[src/rtl/sd_lese_arbiter.sv]
// -----------------------------------------------------------------------------
// sd_lese_arbiter
//
// Shares the single SDKarte word reader between two requesters:
//   port A - CPU load path
//   port B - asset / DMA loader
// Exactly one read is outstanding at the card at any time. Simultaneous
// requests alternate round-robin. A read that the card never finishes is
// aborted by a watchdog. The block then answers every further request with
// an error reply until reset.
//
// Ports
//   Clock, Reset_n         system clock, asynchronous active-low reset
//   AnfrageA/B             level request, held until the matching Gueltig
//   AdresseA/B   [31:0]    word address, captured at grant
//   DatenA/B     [31:0]    read word, valid with Gueltig and held afterwards
//   GueltigA/B             one-cycle completion pulse
//   FehlerA/B              qualifies Gueltig: aborted or locked read (Daten=0)
//   SdAdresse    [31:0]    address to the card, stable from grant to grant
//   SdLesen                one-cycle read strobe to the card
//   SdDaten      [31:0]    card read data
//   SdFertig               card data valid (level, held during sector drain)
//   SdBusy                 card busy (level)
//   Belegt                 high whenever the arbiter is not idle
//   Zustand      [2:0]     current state code (debug)
// -----------------------------------------------------------------------------
module sd_lese_arbiter #(
    parameter int TIMEOUT_ZYKLEN = 2000000,
    parameter int ZAEHLER_BREITE = 21
) (
    input  logic        Clock,
    input  logic        Reset_n,
    input  logic        AnfrageA,
    input  logic        AnfrageB,
    input  logic [31:0] AdresseA,
    input  logic [31:0] AdresseB,
    output logic [31:0] DatenA,
    output logic [31:0] DatenB,
    output logic        GueltigA,
    output logic        GueltigB,
    output logic        FehlerA,
    output logic        FehlerB,
    output logic [31:0] SdAdresse,
    output logic        SdLesen,
    input  logic [31:0] SdDaten,
    input  logic        SdFertig,
    input  logic        SdBusy,
    output logic        Belegt,
    output logic [2:0]  Zustand
);

    typedef enum logic [2:0] {
        WARTEN_INIT   = 3'd0,
        BEREIT        = 3'd1,
        STARTEN       = 3'd2,
        WARTEN_FERTIG = 3'd3,
        WARTEN_FREI   = 3'd4,
        GESPERRT      = 3'd5
    } zustand_t;

    localparam logic PORT_A = 1'b0;
    localparam logic PORT_B = 1'b1;
    localparam logic [ZAEHLER_BREITE-1:0] ZAEHLER_LETZT = ZAEHLER_BREITE'(TIMEOUT_ZYKLEN - 1);

    zustand_t                  state_reg, state_next;
    logic                      letzter_reg, letzter_next;     // last port served
    logic                      port_reg, port_next;           // port owning the in-flight read
    logic [ZAEHLER_BREITE-1:0] counter_reg, counter_next;
    logic [31:0]               sd_adresse_reg, sd_adresse_next;
    logic                      sd_lesen_reg, sd_lesen_next;
    logic [31:0]               daten_a_reg, daten_a_next;
    logic [31:0]               daten_b_reg, daten_b_next;
    logic                      gueltig_a_reg, gueltig_a_next;
    logic                      gueltig_b_reg, gueltig_b_next;
    logic                      fehler_a_reg, fehler_a_next;
    logic                      fehler_b_reg, fehler_b_next;
    logic                      belegt_reg, belegt_next;

    // Arbitration. A port whose reply is being presented this cycle is not
    // considered: its Anfrage is still the old request, only a level held
    // into the following cycle counts as a new one. This only matters in
    // GESPERRT, where replies can be issued back to back.
    logic req_a, req_b, grant_any, grant_b, timeout_hit;

    always_comb begin
        req_a       = AnfrageA && !gueltig_a_reg;
        req_b       = AnfrageB && !gueltig_b_reg;
        grant_any   = req_a || req_b;
        grant_b     = req_b && (!req_a || (letzter_reg == PORT_A));
        timeout_hit = (counter_reg == ZAEHLER_LETZT);
    end

    // Process 1: state and output registers.
    always_ff @(posedge Clock or negedge Reset_n) begin
        if (!Reset_n) begin
            state_reg      <= WARTEN_INIT;
            letzter_reg    <= PORT_B;          // A wins the first tie
            port_reg       <= PORT_A;
            counter_reg    <= '0;
            sd_adresse_reg <= '0;
            sd_lesen_reg   <= 1'b0;
            daten_a_reg    <= '0;
            daten_b_reg    <= '0;
            gueltig_a_reg  <= 1'b0;
            gueltig_b_reg  <= 1'b0;
            fehler_a_reg   <= 1'b0;
            fehler_b_reg   <= 1'b0;
            belegt_reg     <= 1'b1;
        end else begin
            state_reg      <= state_next;
            letzter_reg    <= letzter_next;
            port_reg       <= port_next;
            counter_reg    <= counter_next;
            sd_adresse_reg <= sd_adresse_next;
            sd_lesen_reg   <= sd_lesen_next;
            daten_a_reg    <= daten_a_next;
            daten_b_reg    <= daten_b_next;
            gueltig_a_reg  <= gueltig_a_next;
            gueltig_b_reg  <= gueltig_b_next;
            fehler_a_reg   <= fehler_a_next;
            fehler_b_reg   <= fehler_b_next;
            belegt_reg     <= belegt_next;
        end
    end

    // Process 2: next-state logic.
    always_comb begin
        state_next = state_reg;
        case (state_reg)
            WARTEN_INIT:   if (!SdBusy) state_next = BEREIT;
            BEREIT:        if (grant_any) state_next = STARTEN;
            STARTEN:       state_next = WARTEN_FERTIG;
            WARTEN_FERTIG: begin
                // Completion beats the watchdog when both occur together.
                if (SdFertig)         state_next = WARTEN_FREI;
                else if (timeout_hit) state_next = GESPERRT;
            end
            WARTEN_FREI:   if (!SdBusy && !SdFertig) state_next = BEREIT;
            GESPERRT:      state_next = GESPERRT;
            default:       state_next = WARTEN_INIT;
        endcase
    end

    // Process 3: next values of the registered outputs and datapath.
    always_comb begin
        letzter_next    = letzter_reg;
        port_next       = port_reg;
        counter_next    = counter_reg;
        sd_adresse_next = sd_adresse_reg;
        sd_lesen_next   = 1'b0;
        daten_a_next    = daten_a_reg;
        daten_b_next    = daten_b_reg;
        gueltig_a_next  = 1'b0;
        gueltig_b_next  = 1'b0;
        fehler_a_next   = 1'b0;
        fehler_b_next   = 1'b0;
        belegt_next     = (state_next != BEREIT);

        case (state_reg)
            BEREIT: begin
                if (grant_any) begin
                    port_next       = grant_b;
                    letzter_next    = grant_b;
                    sd_adresse_next = grant_b ? AdresseB : AdresseA;
                    sd_lesen_next   = 1'b1;    // strobe is high for the STARTEN cycle
                end
            end
            STARTEN: begin
                counter_next = '0;
            end
            WARTEN_FERTIG: begin
                if (SdFertig || timeout_hit) begin
                    if (port_reg == PORT_B) begin
                        gueltig_b_next = 1'b1;
                        fehler_b_next  = !SdFertig;
                        daten_b_next   = SdFertig ? SdDaten : 32'd0;
                    end else begin
                        gueltig_a_next = 1'b1;
                        fehler_a_next  = !SdFertig;
                        daten_a_next   = SdFertig ? SdDaten : 32'd0;
                    end
                end else begin
                    counter_next = counter_reg + ZAEHLER_BREITE'(1);
                end
            end
            GESPERRT: begin
                // Locked: every request gets an immediate error reply.
                if (grant_any) begin
                    letzter_next = grant_b;
                    if (grant_b) begin
                        gueltig_b_next = 1'b1;
                        fehler_b_next  = 1'b1;
                        daten_b_next   = 32'd0;
                    end else begin
                        gueltig_a_next = 1'b1;
                        fehler_a_next  = 1'b1;
                        daten_a_next   = 32'd0;
                    end
                end
            end
            default: begin
            end
        endcase
    end

    assign DatenA    = daten_a_reg;
    assign DatenB    = daten_b_reg;
    assign GueltigA  = gueltig_a_reg;
    assign GueltigB  = gueltig_b_reg;
    assign FehlerA   = fehler_a_reg;
    assign FehlerB   = fehler_b_reg;
    assign SdAdresse = sd_adresse_reg;
    assign SdLesen   = sd_lesen_reg;
    assign Belegt    = belegt_reg;
    assign Zustand   = state_reg;

endmodule

[config.mk]
export PLATFORM = sky130hd
export DESIGN_NAME = sd_lese_arbiter
export DESIGN_NICKNAME = d
export VERILOG_FILES = /design/src/rtl/sd_lese_arbiter.sv
export SDC_FILE = /design/constraint.sdc
export NUM_CORES = 1
export LEC_CHECK = 0
export ABC_AREA = 1
export BUFFER_PORTS_ARGS = -buffer_cell sky130_fd_sc_hd__buf_4
export CAP_MARGIN = 20
export CORE_UTILIZATION = 31
export DETAILED_ROUTE_END_ITERATION = 10
export GPL_ROUTABILITY_DRIVEN = 0
export MAX_ROUTING_LAYER = met4
export PLACE_DENSITY_LB_ADDON = 0.15
export SETUP_SLACK_MARGIN = 0.3
export SYNTH_ARGS = -nofsm -noshare
export SYNTH_HDL_FRONTEND = slang
export SYNTH_SLANG_ARGS = --single-unit
[constraint.sdc]
create_clock -name Clock -period 2 [get_ports Clock]
set_input_delay 0.1 -clock Clock [delete_from_list [all_inputs] [get_ports Clock]]
set_output_delay 0.1 -clock Clock [all_outputs]
set_load 0.03 [all_outputs]
==> results of run 1 <==
==> repair_timing <==
| item | CTS | global route |
|---|---|---|
| resized for setup | 12 | 78 |
| hold endpoints to repair | 160 | 0 |
| pin swaps | 3 | 10 |
| hold buffers | 65 | 0 |
| cloned | 1 | 6 |
| setup endpoints to repair | 79 | 115 |
| setup buffers | 7 | 16 |
==> worst max-delay path, stage by stage (launching register included) <==
cell	delay (ps)
dfrtp_2	440
nor2_1	110
nand2_1	80
nor2_2	140
nand3_4	140
nand2_8	130
buf_12	110
nand3_4	120
buf_12	190
nand2_1	70
nand2_1	50
==> path summary, 6_finish.rpt <==
check | startpoint | endpoint | slack, ps
min in group asynchronous | Reset_n | DatenA[5]$_DFFE_PN0P_ | 220
max in group asynchronous | Reset_n | letzter_reg$_DFFE_PN1P_ | 1390
max reg2reg | counter_reg[12]$_DFFE_PN0P_ | DatenA[18]$_DFFE_PN0P_ | 300
max | counter_reg[12]$_DFFE_PN0P_ | DatenA[18]$_DFFE_PN0P_ | 300
min reg2reg | DatenB[25]$_DFFE_PN0P_ | DatenB[25]$_DFFE_PN0P_ | 480
min | AdresseA[26] | SdAdresse[26]$_DFFE_PN0P_ | 6
==> per-stage QoR <==
step / instances / hold slack [ps] / util / worst slack (ps)
3_5_place_dp: 1266 / 138.6 / 0.4083 / 63.62
6_report: 1393 / 5.730 / 0.5057 / 304.9
5_1_grt: 1393 / 39.79 / 0.5057 / 233.2
2_1_floorplan: 812 / -195.6 / - / 300.9
3_3_place_gp: 1266 / 142.0 / 0.4083 / 118.7
4_1_cts: 1371 / 0.8417 / 0.4778 / 304.3
==> cell type report <==
| type | instances | area, sq um | share of cell area |
|---|---|---|---|
| Clock buffer | 18 | 439.2 | 0.04306 |
| Inverter | 58 | 222.7 | 0.02184 |
| Multi-Input combinational cell | 580 | 2915 | 0.2858 |
| Clock inverter | 14 | 181.4 | 0.01779 |
| Tap cell | 270 | 337.8 | 0.03312 |
| Timing Repair Buffer | 325 | 2890 | 0.2834 |
| Sequential cell | 128 | 3213 | 0.3150 |
==> report_power, final <==
part           switching, uW  internal [uW]
Clock                   1290           2020
Sequential               813           3710
Combinational           5250           3200
Total                   7350           8930
==> cells by family after synthesis <==
family,after synthesis
fa+ha+maj,1
xor+xnor,11
simple gates,477
buf+inv,105
compound gates,90
flops,128
==> synthesized netlist by cell type <==
master and instances:
nor2_1 80, nand4_1 66, xnor2_1 1, a21oi_4 1
ha_1 1, dfstp_2 2, nand3_4 2, nor3_1 1
o22ai_1 2, o21ai_1 9, nor2_2 3, inv_1 51
dfrtp_1 126, buf_4 4, nand2_1 292, o21a_1 1
buf_2 19, nand2_4 2, nand3_2 3, xor2_1 10
a21oi_1 53, buf_1 1, a21oi_2 3, o21ai_0 18
buf_6 9, nand3_1 25, inv_2 7, nand3b_1 1
nor2_4 1, nand2_2 1, clkbuf_1 14, o21bai_1 3
==> layer usage <==
layer	up-vias	global-route usage
met5	-	-
met4	0	0.06421
met3	26	0.05298
met2	220	0.3257
met1	3159	0.2647
li1	3228	-
==> qor.log, run 1 <==
[floorplan] Row Count 52
[drt] DRT iter0 DRCs 400
[floorplan] Die ar. 21130 sq um
[cts] clock tree sinks 128
[yosys] top cell type by total area after synthesis dfrtp_1
[pwr] power density cells 1596 nW/um^2
[setup_path] data required time at the worst endpoint 2310 ps
[yosys] Compound-Gate Fraction of Synth Area 0.07620
[placement] Cell Area, Placed 8235 sq um
[final_layout] commonest cells after routing, fill and taps aside nand2_1 (254), buf_4 (233), dfrtp_1 (120), nor2_1 (79), nand4_1 (66)
[yosys] parity-gate share of the synthesized area counting xor and xnor cells 0.01512
[floorplan] chip width 145.4 um
[cts] clock-pin transition on the worst setup and hold timing paths 70 ps
[final_layout] fraction of layout instances using a drive strength above 1 0.3259
[yosys] summed instance area of the synthesized netlist 6371 sq um
[cts] clock tree from TritonCTS done
[yosys] post-synth net total 915
[setup_path] Max FO, Critical Path 7
[final_layout] area growth from synthesis to layout 60.09%
[floorplan] initial core utilization 0.3159
[setup_path] Crit Path Class reg -> reg
[floorplan] Boundary Pins 207
[timing] share of the clock period used by the worst path 0.8475
[global_route] global-route congestion overflow total 0
[timing] RSZ-0062 raised after global routing true
[final_layout] final cell area excluding filler cells 10200 sq um
[final_layout] number of fillers in the final layout 1917
[drt] DRC errors left 0
[yosys] synthesized area per cell 7.846 sq um
[worst_hold_path] class of the tightest hold or removal check in -> reg
[timing] maximum clock frequency 590.0 MHz
[yosys] sequential share of the synthesized area 0.5031
[timing] final hold viol count 0
[cts] number of H-tree branching levels 4
[timing] Relative slew margins 0.7284
[drt] WL met3 1444 um
[floorplan] area of the core region 20170 sq um
[run] max-cap violations 0
[yosys] mux share of post-synthesis cell area 0
[yosys] post-synthesis register bit count 128
[timing] transition time at the pin with the least slew margin 407.3 ps
[timing] Final Skew 9.383 ps
[yosys] Post-Synth Simple-Gate Area 0.3250
[drt] DR pass1 iterations 5
[yosys] Synth warnings 0
[worst_hold_path] depth of the worst hold-timing path 3
[final_layout] number of diodes added for antenna fixing 0
[cts] CTS buffer count 17
[drt] length of routed met2 wiring 10420 um
[timing] final period demand of the worst path 1695 ps
[setup_path] kind of start point of the critical path register
[drt] DR vias/cell 4.762
[global_route] Total GRT Usage 0.2082
[global_route] antenna violations before repair 0
[cts] root buffer cell clkbuf_16
[yosys] dominant combinational cell family by area after synthesis simple AND/OR/NAND/NOR gates
[yosys] top cell type's share of synthesized area 0.4949
[final_layout] leading cell type in the layout, fill and taps excluded nand2_1
[timing] Finish-stage setup viols 0
[drt] highest layer used for signal routing met4
[pwr] Power Total 16280 uW
[global_route] vias in the first global route 6488
[yosys] distinct cell type count after synthesis 32
[placement] buffers added on ports 206
[global_route] largest net degree at the start of global routing 73
[drt] vias post-DR 6633
[pwr] Leak 0.005185 uW
[global_route] wire length of the first global-routing pass 33980 um
[drt] total wire length after detailed routing 22060 um
[final_layout] number of nets in the finished design 1213
[timing] max-slew violation count 0
[outcome] result of the run finished, final reports clean
[setup_path] sort of element at the end of the critical path register
[cts] maximum count of clock buffers along a single path 2
[floorplan] vertical extent of the die 145.4 um
[yosys] fraction of the mapped netlist area in adder cells 0.001964
[yosys] Area contributors post-synth dfrtp_1 (49%), nand2_1 (17%), nand4_1 (6.5%), nor2_1 (4.7%), a21oi_1 (4.2%)
[drt] post-DR wirelength/cell 15.83 um
[yosys] gate count after technology mapping 812
[setup_path] data arrival time of the worst path 2010 ps
[cts] insertion delay of the later-clocked pin in the worst-skew pair 430 ps
[drt] post-route antenna net violation count 0
[placement] post-detailed-placement half-perimeter wirelength 13760 um
[drt] wire length on met1 9896 um
[pwr] worst IR drop on VDD 0.7733 mV
[setup_path] worst reg2reg path depth 10
[timing] final sum of negative setup slack 0 ps
No activity file was read; power rests on OpenSTA's default activity.
==> run 2: changes to the inputs <==
- ABC_AREA: 1 -> 0
- clock period: 2 -> 1.6 ns (I/O delays scaled with it)
==> qor.log, run 2 <==
[setup_path] Reg-to-Reg Start counter_reg[8]$_DFFE_PN0P_ [was counter_reg[12]$_DFFE_PN0P_]
[yosys] dominant combinational cell family by area after synthesis compound AO/OA/AOI/OAI gates [was simple AND/OR/NAND/NOR gates]
[pwr] worst IR drop on VDD 1.058 mV [was 0.7733 mV]
[pwr] power density cells 1832 nW/um^2 [was 1596 nW/um^2]
[timing] Relative slew margins 0.5615 [was 0.7284]
[cts] CTS buffer count 17 [unchanged]
[worst_hold_path] worst hold start SdFertig [was AdresseA[26]]
[cts] clock tree sinks 128 [unchanged]
[timing] max-slew violation count 0 [unchanged]
[drt] DR vias/cell 5.038 [was 4.762]
[global_route] vias in the first global route 5723 [was 6488]
[yosys] Synth warnings 0 [unchanged]
[setup_path] data arrival time of the worst path 2300 ps [was 2010 ps]
[yosys] number of synthesized flops with an enable pin 0 [unchanged]
[floorplan] initial core utilization 0.3193 [was 0.3159]
[setup_path] Worst R2R End Belegt$_DFF_PN1_ [was DatenA[18]$_DFFE_PN0P_]
[worst_hold_path] depth of the worst hold-timing path 3 [unchanged]
[cts] clock tree from TritonCTS done [unchanged]
[timing] share of the clock period used by the worst path 1.226 [was 0.8475]
[final_layout] fraction of layout instances using a drive strength above 1 0.5162 [was 0.3259]
[yosys] synthesized area per cell 11.89 sq um [was 7.846 sq um]
[setup_path] sort of element at the end of the critical path register [unchanged]
[timing] Finish-stage setup viols 110 [was 0]
[cts] maximum count of clock buffers along a single path 2 [unchanged]
[timing] post-layout worst setup margin -362.2 ps [was 304.9 ps]
[outcome] violated checks setup timing
[yosys] Compound-Gate Fraction of Synth Area 0.1871 [was 0.07620]
[timing] Hold WS 43.18 ps [was 5.730 ps]
[drt] DRT iter0 DRCs 233 [was 400]
[pwr] Leak 0.004964 uW [was 0.005185 uW]
[final_layout] area growth from synthesis to layout 88.92% [was 60.09%]
[yosys] distinct cell type count after synthesis 45 [was 32]
[pwr] Power Total 19190 uW [was 16280 uW]
[placement] post-detailed-placement half-perimeter wirelength 11210 um [was 13760 um]
[yosys] fraction of the mapped netlist area in adder cells 0.002257 [was 0.001964]
[yosys] top cell type's share of synthesized area 0.5688 [was 0.4949]
[global_route] antenna violations before repair 0 [unchanged]
[yosys] gate count after technology mapping 466 [was 812]
[final_layout] number of diodes added for antenna fixing 0 [unchanged]
[yosys] parity-gate share of the synthesized area counting xor and xnor cells 0.02054 [was 0.01512]
[setup_path] Crit-path slowest cell dfrtp_1 [was dfrtp_2]
[yosys] top cell type by total area after synthesis dfrtp_1 [unchanged]
[final_layout] leading cell type in the layout, fill and taps excluded buf_4 [was nand2_1]
[setup_path] Crit Path Class reg -> reg [unchanged]
[global_route] global-route congestion overflow total 0 [unchanged]
[cts] number of H-tree branching levels 4 [unchanged]
[floorplan] vertical extent of the die 135.7 um [was 145.4 um]
[yosys] post-synth net total 569 [was 915]
[outcome] result of the run complete, but fails checks [was finished, final reports clean]
[worst_hold_path] class of the tightest hold or removal check in -> reg [unchanged]
[timing] final period demand of the worst path 1962 ps [was 1695 ps]
[timing] final hold viol count 0 [unchanged]
[yosys] commonest cells in the synthesized netlist dfrtp_1 (126), a32o_1 (64), nand2_1 (49) [was nand2_1 (292), dfrtp_1 (126), nor2_1 (80)]
[setup_path] data required time at the worst endpoint 1940 ps [was 2310 ps]
[drt] post-route antenna net violation count 0 [unchanged]
[cts] root buffer cell clkbuf_16 [unchanged]
[drt] DR pass1 iterations 4 [was 5]
[run] max-cap violations 0 [unchanged]
[floorplan] Boundary Pins 207 [unchanged]
[final_layout] number of nets in the finished design 954 [was 1213]
[setup_path] setup slack of the most critical reg-to-reg path -360 ps [was 300 ps]
[floorplan] chip width 135.7 um [was 145.4 um]
[yosys] Area contributors post-synth dfrtp_1 (57%), a32o_1 (12%), mux2i_1 (6.0%), o21ai_0 (3.8%), nand2_1 (3.3%) [was dfrtp_1 (49%), nand2_1 (17%), nand4_1 (6.5%), nor2_1 (4.7%), a21oi_1 (4.2%)]
[global_route] largest net degree at the start of global routing 69 [was 73]
[yosys] Post-Synth Simple-Gate Area 0.1106 [was 0.3250]
[floorplan] Die ar. 18420 sq um [was 21130 sq um]
[timing] transition time at the pin with the least slew margin 657.8 ps [was 407.3 ps]
[setup_path] worst reg2reg path depth 6 [was 10]
[yosys] mux share of post-synthesis cell area 0.05959 [was 0]
[setup_path] series of cell instances along the critical path nor4_4 -> nand4_4 -> buf_4 -> nor4_4 -> o31ai_2 -> or3b_1 [was nor2_1 -> nand2_1 -> nor2_2 -> nand3_4 -> nand2_8 -> buf_12 -> nand3_4 -> buf_12 -> nand2_1 -> nand2_1]
[timing] maximum clock frequency 509.6 MHz [was 590.0 MHz]
[yosys] summed instance area of the synthesized netlist 5543 sq um [was 6371 sq um]
[yosys] most repeated cell in the gate-level netlist after synthesis dfrtp_1 [was nand2_1]
[floorplan] area of the core region 17360 sq um [was 20170 sq um]
[yosys] post-synthesis register bit count 128 [unchanged]
[yosys] share of synthesized registers carrying an async set or reset 1.000 [unchanged]
[setup_path] Most Frequent Cell on Critical Path nor4_4 [was nand2_1]
[cts] clock-pin transition on the worst setup and hold timing paths 60 ps [was 70 ps]
[timing] Final Skew 9.070 ps [was 9.383 ps]
[cts] insertion delay of the later-clocked pin in the worst-skew pair 410 ps [was 430 ps]
[setup_path] kind of start point of the critical path register [unchanged]
[placement] buffers added on ports 206 [unchanged]
[global_route] wire length of the first global-routing pass 29100 um [was 33980 um]
[setup_path] CP peak stage delay 400 ps [was 440 ps]
[drt] post-DR wirelength/cell 17.16 um [was 15.83 um]
[worst_hold_path] sink of the worst hold path Zustand[2]$_DFF_PN0_ [was SdAdresse[26]$_DFFE_PN0P_]
[global_route] Total GRT Usage 0.2133 [was 0.2082]
[yosys] most used flip-flop cell after synthesis dfrtp_1 [unchanged]
[timing] RSZ-0062 raised after global routing true [unchanged]
[final_layout] commonest cells after routing, fill and taps aside buf_4 (264), dfrtp_1 (121), dlygate4sd3_1 (99), a32o_1 (64), mux2i_1 (28) [was nand2_1 (254), buf_4 (233), dfrtp_1 (120), nor2_1 (79), nand4_1 (66)]
[drt] DRC errors left 0 [unchanged]
[drt] vias post-DR 5486 [was 6633]
[setup_path] Max FO, Critical Path 3 [was 7]
[drt] total wire length after detailed routing 18690 um [was 22060 um]
[yosys] sequential share of the synthesized area 0.5783 [was 0.5031]
[floorplan] Row Count 48 [was 52]
## run 2: cell types whose count changed after synthesis, moves of 16 or more
cell | before | now
nand2_1 | 292 | 49
a32o_1 | 0 | 64
nor2_1 | 80 | 19
nand4_1 | 66 | 9
a21oi_1 | 53 | 4
inv_1 | 51 | 9
mux2i_1 | 0 | 33
o21ai_0 | 18 | 42
nand3_1 | 25 | 9
## run 2: worst max path at each step
stage / from / to / slack (ps) / cells past startpoint
floorplan: counter_reg[8]$_DFFE_PN0P_ / DatenA[22]$_DFFE_PN0P_ / -230 / 6
finish: counter_reg[8]$_DFFE_PN0P_ / Belegt$_DFF_PN1_ / -360 / 6
global route: counter_reg[8]$_DFFE_PN0P_ / Belegt$_DFF_PN1_ / -440 / 6
CTS: counter_reg[8]$_DFFE_PN0P_ / DatenA[30]$_DFFE_PN0P_ / -340 / 6
detailed placement: counter_reg[8]$_DFFE_PN0P_ / FehlerA$_DFF_PN0_ / -380 / 7
global placement: counter_reg[8]$_DFFE_PN0P_ / FehlerA$_DFF_PN0_ / -440 / 7
## run 2: where the power goes
part | leakage, uW | total [uW] | internal (uW) | switching [uW]
clock | 0.000289 | 4030 | 2540 | 1490
combinational | 0.00301 | 9820 | 4520 | 5300
sequential | 0.00166 | 5340 | 4450 | 889
## run 2: repair_timing
action,in CTS,in global routing
setup endpoints to repair,127,129
endpoints found under the hold margin,225,0
gates cloned,8,1
hold buffers,99,0
pin swaps,46,20
resized for setup,115,65
setup buffers,13,13
## run 2: critical path, delay by kind of cell (launching register included)
family / cells / cell delay (ps)
AND/OR/NAND/NOR: 4 / 1200
flip-flops: 1 / 400
buffers and inverters: 1 / 180
AO/OA/AOI/OAI: 1 / 110
## run 2: layout make-up
| class | count | area (sq um) |
|---|---|---|
| multi-input combinational | 292 | 2671 |
| clock inverter | 12 | 156.4 |
| clock buffer | 20 | 456.7 |
| sequential | 128 | 3212 |
| fill | 1375 | 6885 |
| timing repair buffer | 403 | 3657 |
| tap | 225 | 281.5 |
| inverter | 9 | 36.28 |
## run 2: stage by stage
step                      cell area (sq um)    util  TNS (ps)  std cells  setup slack (ps)
final                                 10470  0.6033    -23820       1089            -362.2
after global routing                  10470  0.6033    -33510       1089            -445.0
after CTS                             10080  0.5810    -24000       1075            -337.8
after detailed placement               7875  0.4537    -25630        923            -380.9
after global placement                 7875  0.4537    -29850        923            -439.3
after floorplan                        5709       -    -16110        466            -225.1
## run 2: cells by family after synthesis
logic type / count (synthesis)
AO/OA/AOI/OAI: 126
XOR/XNOR: 13
adder cells (fa/ha/maj): 1
buffers and inverters: 46
flip-flops: 128
multiplexers: 33
AND/OR/NAND/NOR: 119
## run 2: layer usage
metal | global-route usage | up-vias | wire (um)
met5 | - | - | 0
met4 | 0.08989 | 0 | 492
met3 | 0.05387 | 38 | 895
met2 | 0.3498 | 163 | 9713
met1 | 0.2474 | 2747 | 7585
li1 | - | 2538 | -
==> run 3: changes to the inputs <==
- clock period: 1.6 -> 2.3 ns (I/O delays scaled with it)
==> qor.log, run 3 (synthesis results as in run 2) <==
[outcome] result of the run finished, final reports clean [was complete, but fails checks]
[cts] root buffer cell clkbuf_16 [unchanged]
[worst_hold_path] class of the tightest hold or removal check in -> reg [unchanged]
[floorplan] Row Count 48 [unchanged]
[final_layout] final core utilization 0.5041 [was 0.6033]
[setup_path] data required time at the worst endpoint 2600 ps [was 1940 ps]
[timing] final hold viol count 0 [unchanged]
[cts] maximum count of clock buffers along a single path 2 [unchanged]
[setup_path] kind of start point of the critical path register [unchanged]
[final_layout] multi-input combinational cell area 2195 sq um [was 2671 sq um]
[floorplan] Die ar. 18420 sq um [unchanged]
[global_route] largest net degree at the start of global routing 67 [was 69]
[timing] share of the clock period used by the worst path 0.8537 [was 1.226]
[final_layout] final cell area excluding filler cells 8750 sq um [was 10470 sq um]
[run] max-cap violations 0 [unchanged]
[setup_path] Crit-path slowest cell dfrtp_1 [unchanged]
[timing] final sum of negative setup slack 0 ps [was -23820 ps]
[drt] total wire length after detailed routing 16830 um [was 18690 um]
[drt] DR pass1 iterations 5 [was 4]
[timing] final period demand of the worst path 1963 ps [was 1962 ps]
[global_route] antenna violations before repair 0 [unchanged]
[cts] insertion delay of the later-clocked pin in the worst-skew pair 410 ps [about the same]
[final_layout] fraction of layout instances using a drive strength above 1 0.3789 [was 0.5162]
[final_layout] leading cell type in the layout, fill and taps excluded buf_4 [unchanged]
[worst_hold_path] worst hold start AdresseB[8] [was SdFertig]
[drt] post-route antenna net violation count 0 [unchanged]
[cts] clock tree from TritonCTS done [unchanged]
[placement] post-detailed-placement half-perimeter wirelength 10790 um [was 11210 um]
[drt] post-DR wirelength/cell 17.08 um [was 17.16 um]
[placement] buffers added on ports 206 [unchanged]
[cts] clock tree sinks 128 [unchanged]
[setup_path] data arrival time of the worst path 2260 ps [was 2300 ps]
[timing] maximum clock frequency 509.3 MHz [was 509.6 MHz]
[cts] number of H-tree branching levels 4 [unchanged]
[floorplan] Boundary Pins 207 [unchanged]
[final_layout] number of nets in the finished design 850 [was 954]
[final_layout] area taken by flip-flops and latches 3209 sq um [was 3212 sq um]
[placement] Cell Area, Placed 7340 sq um [was 7875 sq um]
[drt] DR vias/cell 5.021 [was 5.038]
[floorplan] vertical extent of the die 135.7 um [unchanged]
[placement] post-place setup slack 128.9 ps [was -380.9 ps]
[drt] vias post-DR 4946 [was 5486]
[setup_path] series of cell instances along the critical path nor4bb_1 -> nand2_1 -> o31ai_4 -> buf_6 -> a21oi_4 -> clkbuf_16 -> a32o_1 [was nor4_4 -> nand4_4 -> buf_4 -> nor4_4 -> o31ai_2 -> or3b_1]
[cts] clock-pin transition on the worst setup and hold timing paths 60 ps [about the same]
[timing] Finish-stage setup viols 0 [was 110]
[pwr] worst IR drop on VDD 0.7435 mV [was 1.058 mV]
[setup_path] Max FO, Critical Path 13 [was 3]
[global_route] wire length of the first global-routing pass 26140 um [was 29100 um]
[timing] Final Skew 5.506 ps [was 9.070 ps]
[floorplan] area of the core region 17360 sq um [unchanged]
[timing] RSZ-0062 raised after global routing true [unchanged]
[global_route] vias in the first global route 5113 [was 5723]
[timing] max-slew violation count 0 [unchanged]
[pwr] power density cells 1283 nW/um^2 [was 1832 nW/um^2]
[setup_path] CP peak stage delay 420 ps [was 400 ps]
[final_layout] number of diodes added for antenna fixing 0 [unchanged]
[setup_path] Reg-to-Reg Start counter_reg[14]$_DFFE_PN0P_ [was counter_reg[8]$_DFFE_PN0P_]
[drt] DRT iter0 DRCs 177 [was 233]
[floorplan] initial core utilization 0.3193 [unchanged]
[setup_path] Worst Setup SP counter_reg[14]$_DFFE_PN0P_ [was counter_reg[8]$_DFFE_PN0P_]
[cts] CTS buffer count 17 [unchanged]
[final_layout] number of fillers in the final layout 1538 [was 1375]
[floorplan] chip width 135.7 um [unchanged]
[final_layout] area growth from synthesis to layout 57.86% [was 88.92%]
[pwr] Leak 0.004219 uW [was 0.004964 uW]
[setup_path] sort of element at the end of the critical path register [unchanged]
[timing] Relative slew margins 0.5427 [was 0.5615]
[timing] post-layout worst setup margin 336.5 ps [was -362.2 ps]
[global_route] global-route congestion overflow total 0 [unchanged]
[final_layout] commonest cells after routing, fill and taps aside buf_4 (224), dfrtp_1 (123), dlygate4sd3_1 (66), a32o_1 (64), nand2_1 (49) [was buf_4 (264), dfrtp_1 (121), dlygate4sd3_1 (99), a32o_1 (64), mux2i_1 (28)]
[timing] Hold WS 7.836 ps [was 43.18 ps]
[drt] DRC errors left 0 [unchanged]
[global_route] Total GRT Usage 0.1911 [was 0.2133]
[timing] transition time at the pin with the least slew margin 686.0 ps [was 657.8 ps]
[setup_path] Crit Path Class reg -> reg [unchanged]
## run 3: cell types whose count changed in the layout (fill, tap and decap cells not counted), moves of 8 or more
cell | before | now
o21ai_2 | 22 | 1
o21ai_0 | 6 | 40
nand2_4 | 22 | 0
buf_4 | 264 | 224
dlygate4sd3_1 | 99 | 66
buf_6 | 19 | 2
buf_16 | 8 | 0
o21ai_1 | 13 | 1
nand2_2 | 12 | 0
nand2_1 | 15 | 49
## run 3: path summary, 6_finish.rpt
| path | slack [ps] | to | cells after the start |
|---|---|---|---|
| max | 340 | DatenB[5]$_DFFE_PN0P_ | 7 |
| min | 8 | SdAdresse[8]$_DFFE_PN0P_ | 3 |
| max reg2reg | 340 | DatenB[5]$_DFFE_PN0P_ | 7 |
| min reg2reg | 480 | SdAdresse[1]$_DFFE_PN0P_ | 2 |
| max in group asynchronous | 1240 | letzter_reg$_DFFE_PN1P_ | 3 |
| min in group asynchronous | 210 | counter_reg[13]$_DFFE_PN0P_ | 2 |
## run 3: worst max-delay path: cells and delay by family, from the launching register on
kind	cells	cell delay, ps
AOI/OAI and AO/OA	3	580
and+or+nand+nor	2	470
DFF	1	420
buffers and inverters	2	370
## run 3: per-layer routing
metal	global-route usage	wire, um
met1	0.2326	7061
met2	0.2985	8484
met3	0.05425	1022
met4	0.07491	257
met5	-	0
## run 3: through the flow
| step | total power (uW) | cells |
|---|---|---|
| 2_1_floorplan | 6618 | 466 |
| 5_1_grt | 11820 | 985 |
| 3_5_place_dp | 8612 | 876 |
| 6_report | 11220 | 985 |
| 3_3_place_gp | 8510 | 876 |
| 4_1_cts | 11250 | 980 |
## run 3: area by class of cell
type	count	area share
Clock inverter	9	0.006578
Inverter	9	0.003861
Multi-Input combinational cell	293	0.2508
Sequential cell	128	0.3668
Tap cell	225	0.03218
Clock buffer	23	0.05577
Timing Repair Buffer	298	0.2840
## run 3: where the power goes
| part | switching, uW | total (uW) | internal, uW |
|---|---|---|---|
| combinational | 3130 | 5170 | 2040 |
| sequential | 495 | 3590 | 3090 |
| clock | 980 | 2470 | 1490 |
## run 3: repair_timing
item / 4_1_cts / 5_1_grt
gates cloned: 1 / 1
hold buffers: 66 / 0
gates resized for setup: 9 / 13
endpoints found under the hold margin: 116 / 0
endpoints found under the setup margin: 65 / 75
pin swaps: 5 / 2
buffers inserted: 5 / 4
